**config.mk**
```make
export PLATFORM = sky130hd
export DESIGN_NAME = stack_controller
export DESIGN_NICKNAME = d
export VERILOG_FILES = /design/src/rtl/stack_controller.sv
export SDC_FILE = /design/constraint.sdc
export NUM_CORES = 1
export LEC_CHECK = 0
export BUFFER_PORTS_ARGS = -buffer_cell sky130_fd_sc_hd__buf_2
export CAP_MARGIN = 20
export CORE_MARGIN = 3
export CORE_UTILIZATION = 45
export CTS_CLUSTER_SIZE = 40
export DETAILED_ROUTE_END_ITERATION = 8
export PLACE_DENSITY = 0.83
export SYNTH_ARGS = -nofsm -noshare
export SYNTH_HDL_FRONTEND = slang
export SYNTH_SLANG_ARGS = --single-unit
```
**constraint.sdc**
```tcl
create_clock -name control_clock -period 2.25 [get_ports control_clock]
set_input_delay 0.225 -clock control_clock [delete_from_list [all_inputs] [get_ports control_clock]]
set_output_delay 0.225 -clock control_clock [all_outputs]
set_load 0.1 [all_outputs]
```
**src/rtl/stack_controller.sv**
```systemverilog
// LIFO controller in front of a synchronous single-port RAM; push takes 1 busy cycle, pop 2 busy cycles with data_valid 3 cycles after grant.
// No backpressure: requests are sampled only in IDLE; overflow/underflow attempts are dropped and latch error_flag.
module stack_controller #(
  parameter int REGISTER_SIZE = 2,
  parameter int DATA_SIZE     = 8
) (
  input  logic                     control_clock,
  input  logic                     reset,
  input  logic                     push_req,
  input  logic                     pop_req,
  input  logic [DATA_SIZE-1:0]     data_in,
  input  logic                     clear_error,
  input  logic [DATA_SIZE-1:0]     ram_rdata,
  output logic [REGISTER_SIZE-1:0] ram_addr,
  output logic [DATA_SIZE-1:0]     ram_wdata,
  output logic                     ram_we,
  output logic                     ram_re,
  output logic [DATA_SIZE-1:0]     data_out,
  output logic                     data_valid,
  output logic                     busy,
  output logic                     full,
  output logic                     empty,
  output logic [REGISTER_SIZE:0]   stack_count,
  output logic                     error_flag
);

  localparam logic [REGISTER_SIZE:0] DEPTH = {1'b1, {REGISTER_SIZE{1'b0}}};

  typedef enum logic [1:0] {IDLE, PUSH, POP_ADDR, POP_WAIT} state_t;

  state_t                 state_q, state_d;
  logic [REGISTER_SIZE:0] count_q, count_d;
  logic [DATA_SIZE-1:0]   wdata_q, wdata_d;
  logic [DATA_SIZE-1:0]   dout_q, dout_d;
  logic                   dvalid_q, dvalid_d;
  logic                   err_q, err_d;
  logic                   prio_push_q, prio_push_d;

  logic push_ok, pop_ok, grant_push, grant_pop;

  assign full  = (count_q == DEPTH);
  assign empty = (count_q == '0);

  // Round-robin only matters when both requests are legal.
  assign push_ok    = push_req && !full;
  assign pop_ok     = pop_req && !empty;
  assign grant_push = push_ok && (!pop_ok || prio_push_q);
  assign grant_pop  = pop_ok && !grant_push;

  always_comb begin
    state_d     = state_q;
    count_d     = count_q;
    wdata_d     = wdata_q;
    dout_d      = dout_q;
    dvalid_d    = 1'b0;
    err_d       = clear_error ? 1'b0 : err_q;
    prio_push_d = prio_push_q;
    ram_we      = 1'b0;
    ram_re      = 1'b0;
    ram_addr    = '0;
    ram_wdata   = '0;
    case (state_q)
      IDLE: begin
        if (grant_push) begin
          state_d     = PUSH;
          wdata_d     = data_in;
          prio_push_d = 1'b0;
        end else if (grant_pop) begin
          state_d     = POP_ADDR;
          prio_push_d = 1'b1;
        end
        if ((push_req && full && !grant_pop) || (pop_req && empty && !grant_push)) begin
          err_d = 1'b1;
        end
      end
      PUSH: begin
        ram_we    = 1'b1;
        ram_addr  = count_q[REGISTER_SIZE-1:0];
        ram_wdata = wdata_q;
        count_d   = count_q + 1'b1;
        state_d   = IDLE;
      end
      POP_ADDR: begin
        ram_re   = 1'b1;
        ram_addr = REGISTER_SIZE'(count_q - 1'b1);
        count_d  = count_q - 1'b1;
        state_d  = POP_WAIT;
      end
      POP_WAIT: begin
        dout_d   = ram_rdata;
        dvalid_d = 1'b1;
        state_d  = IDLE;
      end
      default: state_d = IDLE;
    endcase
  end

  always_ff @(posedge control_clock or negedge reset) begin
    if (!reset) begin
      state_q     <= IDLE;
      count_q     <= '0;
      wdata_q     <= '0;
      dout_q      <= '0;
      dvalid_q    <= 1'b0;
      err_q       <= 1'b0;
      prio_push_q <= 1'b1;
    end else begin
      state_q     <= state_d;
      count_q     <= count_d;
      wdata_q     <= wdata_d;
      dout_q      <= dout_d;
      dvalid_q    <= dvalid_d;
      err_q       <= err_d;
      prio_push_q <= prio_push_d;
    end
  end

  assign busy        = (state_q != IDLE);
  assign stack_count = count_q;
  assign data_out    = dout_q;
  assign data_valid  = dvalid_q;
  assign error_flag  = err_q;

endmodule

```
==> flow_metrics.tcl <==
set metrics [dict create \
    cp-start-kind "register" \
    worstSetupPathType "register to output pin" \
    dieArea_mm2 0.00330 \
    register_area_um2 609 \
    setup_viol 0 \
    clkLatencyLatePin_ns 0.31 \
    clockRootBuffer "clkbuf_4" \
    period_minus_slack_ns 2.20 \
    viasPerCell 5.03 \
    required_ns 2.03 \
    cap_violations 0 \
    critical_path.max_stage_delay_ns 0.52 \
    syn_area_mm2 0.00119 \
    io_pins 49 \
    std_cell_rows 18 \
    critPathArrivalTime_ns 1.98 \
    synth_cell_types 28 \
    post-route-drc-count 0 \
    crit_chain "inv_1 -> ha_1 -> nand2b_1 -> a21boi_4 -> buf_2" \
    cts_buffers 3 \
    finalInstanceArea_mm2 0.00154 \
    htreeDepth 1 \
    cts_tree "done" \
    clock_path_buffers 2 \
    chipWidth_um 57.5 \
    synth_top_area_frac 0.483 \
    place_area_mm2 0.00150 \
    ant_nets 0 \
    via_count 890 \
    tightest_slew_ns 0.510 \
    worstSetupEndpointType "output pin" \
    synthCells 96 \
    rsz0062_at_grt "no" \
    hold_viol_final 0 \
    fmax_mhz 454 \
    wire_per_inst_um 13.9 \
    slew_viol_final 0 \
    first_iter_violations 11 \
    worst_hold_path_type "input port to register" \
    syn-num-nets 124 \
    crit_family "flip-flops" \
    grt_start_max_net_pins 25 \
    grt_pass1_vias 901 \
    gr-total-overflow 0 \
    hold_buffers 1 \
    avgSynthCellArea_um2 12.4 \
    crit_fanout 5 \
    ys_seq_area_frac 0.505 \
    multi_input_area_um2 582 \
    antenna_found_initial 0 \
    synth_warnings 0 \
    slew_headroom 0.660 \
    grt_pass1_wl_um 4120 \
    min_period_over_period 0.980 \
    core-area_mm2 0.00250 \
    dr.pass1.iters 4 \
    mostFrequentLayoutCell "buf_2" \
    drt-total-wl_um 2450 \
    yosys-top-cells-area "dfrtp_1 48%, mux2_2 17%, ha_1 7.4%, and2_1 4.2%, dfstp_2 2.2%" \
    fin_nets 176 \
    outcome "complete, no violations" \
    drive_above_1_share 0.592 \
    clkTransAtPathRegs_ns 0.13 \
    die_y_um 57.5 \
    grt.total_usage 0.160 \
    portBuffers 48 \
    worst_clock_skew_ns 0.00926 \
    initial_utilization 0.476 \
    n_antenna_cell 0 \
    reg2reg_slack_ns 0.31 \
    cts_setup_buffers 0 \
    layout_common_cells "48 x buf_2, 21 x dfrtp_1, 18 x mux2_2, 8 x and2_2, 7 x inv_1" \
    dpl.hpwl_um 1910 \
    crit_path_top_delay_cell "dfrtp_4" \
    synth.largest_area_cell "dfrtp_1" \
    ctsResizeCount 0 \
    area_delta_synth_final_pct 29.4 \
    synth.ff_latch_count 24 \
    finalWeightedCongestion 0.706 \
    cts_sinks 24 \
    crit_buf_inv 2 \
    nFillCells 209 \
]
## final timing paths
check / startpoint / end / cells after the start
hold / removal: clear_error / error_flag$_DFF_PN0_ / 2
setup / recovery: stack_count[0]$_DFFE_PN0P_ / ram_addr[1] / 5
max in group asynchronous: reset / stack_count[0]$_DFFE_PN0P_ / 2
min in group asynchronous: reset / data_valid$_DFF_PN0_ / 2
hold reg to reg: wdata_q[1]$_DFFE_PN0P_ / wdata_q[1]$_DFFE_PN0P_ / 1
setup reg to reg: state_q[1]$_DFFE_PN0P_ / wdata_q[2]$_DFFE_PN0P_ / 5
## worst reg2reg max path, stage by stage, from the launching register on
cell and delay (ns):
dfrtp_1 0.44, inv_1 0.13, ha_1 0.29, nand2_1 0.14, a211oi_4 0.43, mux2_2 0.40
## state kept, by name, summed over array words and instances, names as in the netlist
signal / cells
wdata_q: 8
error_flag: 1
data_valid: 1
prio_push_q: 1
state_q: 2
stack_count: 3
data_out: 8
## cell type report
| class | instances | area share |
|---|---|---|
| multi-input cells | 63 | 0.377 |
| well taps | 30 | 0.0244 |
| repair buffers | 49 | 0.162 |
| flip-flops and latches | 24 | 0.395 |
| clock buffers | 4 | 0.0235 |
| inverters | 7 | 0.0170 |
## cell usage after synthesis
cell type  instances
xnor2_1            1
dfstp_2            1
nand2_1            4
a2111oi_0          1
and4b_2            1
a21oi_1            1
and2b_2            1
xor2_1             1
a41oi_1            1
nor3b_1            1
a21boi_0           1
mux2_2            18
a31oi_1            2
ha_1               7
nand3_1            1
and2_0             1
nand3b_1           1
and3b_1            1
a211oi_4           1
inv_1              7
and2_1             8
dfrtp_1           23
o21ai_0            1
o211ai_1           1
clkbuf_1           2
nand2b_1           3
nor2_1             3
a2111o_1           2
## metrics by stage
step	hold WS [ns]	std cells	util	setup WS, ns	setup TNS (ns)
CTS	0.0743	177	0.617	0.0359	0
detailed placement	0.228	172	0.598	0.310	0
global route	0.0913	177	0.617	0.00259	0
global placement	0.226	172	0.598	0.381	0
floorplan	-0.0706	96	-	-0.196	-0.196
finish	0.0714	177	0.617	0.0461	0
## cells by family after synthesis
group | share of synthesized area
AND/OR/NAND/NOR | 0.126
flip-flops | 0.505
AO/OA/AOI/OAI | 0.0819
multiplexers | 0.170
buffers and inverters | 0.0284
adder cells (fa/ha/maj) | 0.0735
XOR/XNOR | 0.0147
## routing by layer
metal  track usage  up-vias  share of wire
met5             0        -              0
li1              -      433              -
met3        0.0271        7          0.052
met4        0.0728        0          0.023
met1         0.200      422           0.41
met2         0.269       28           0.52
Power is not shown: default switching activity piles up to over one toggle a cycle in this logic, so the estimate is an artifact.
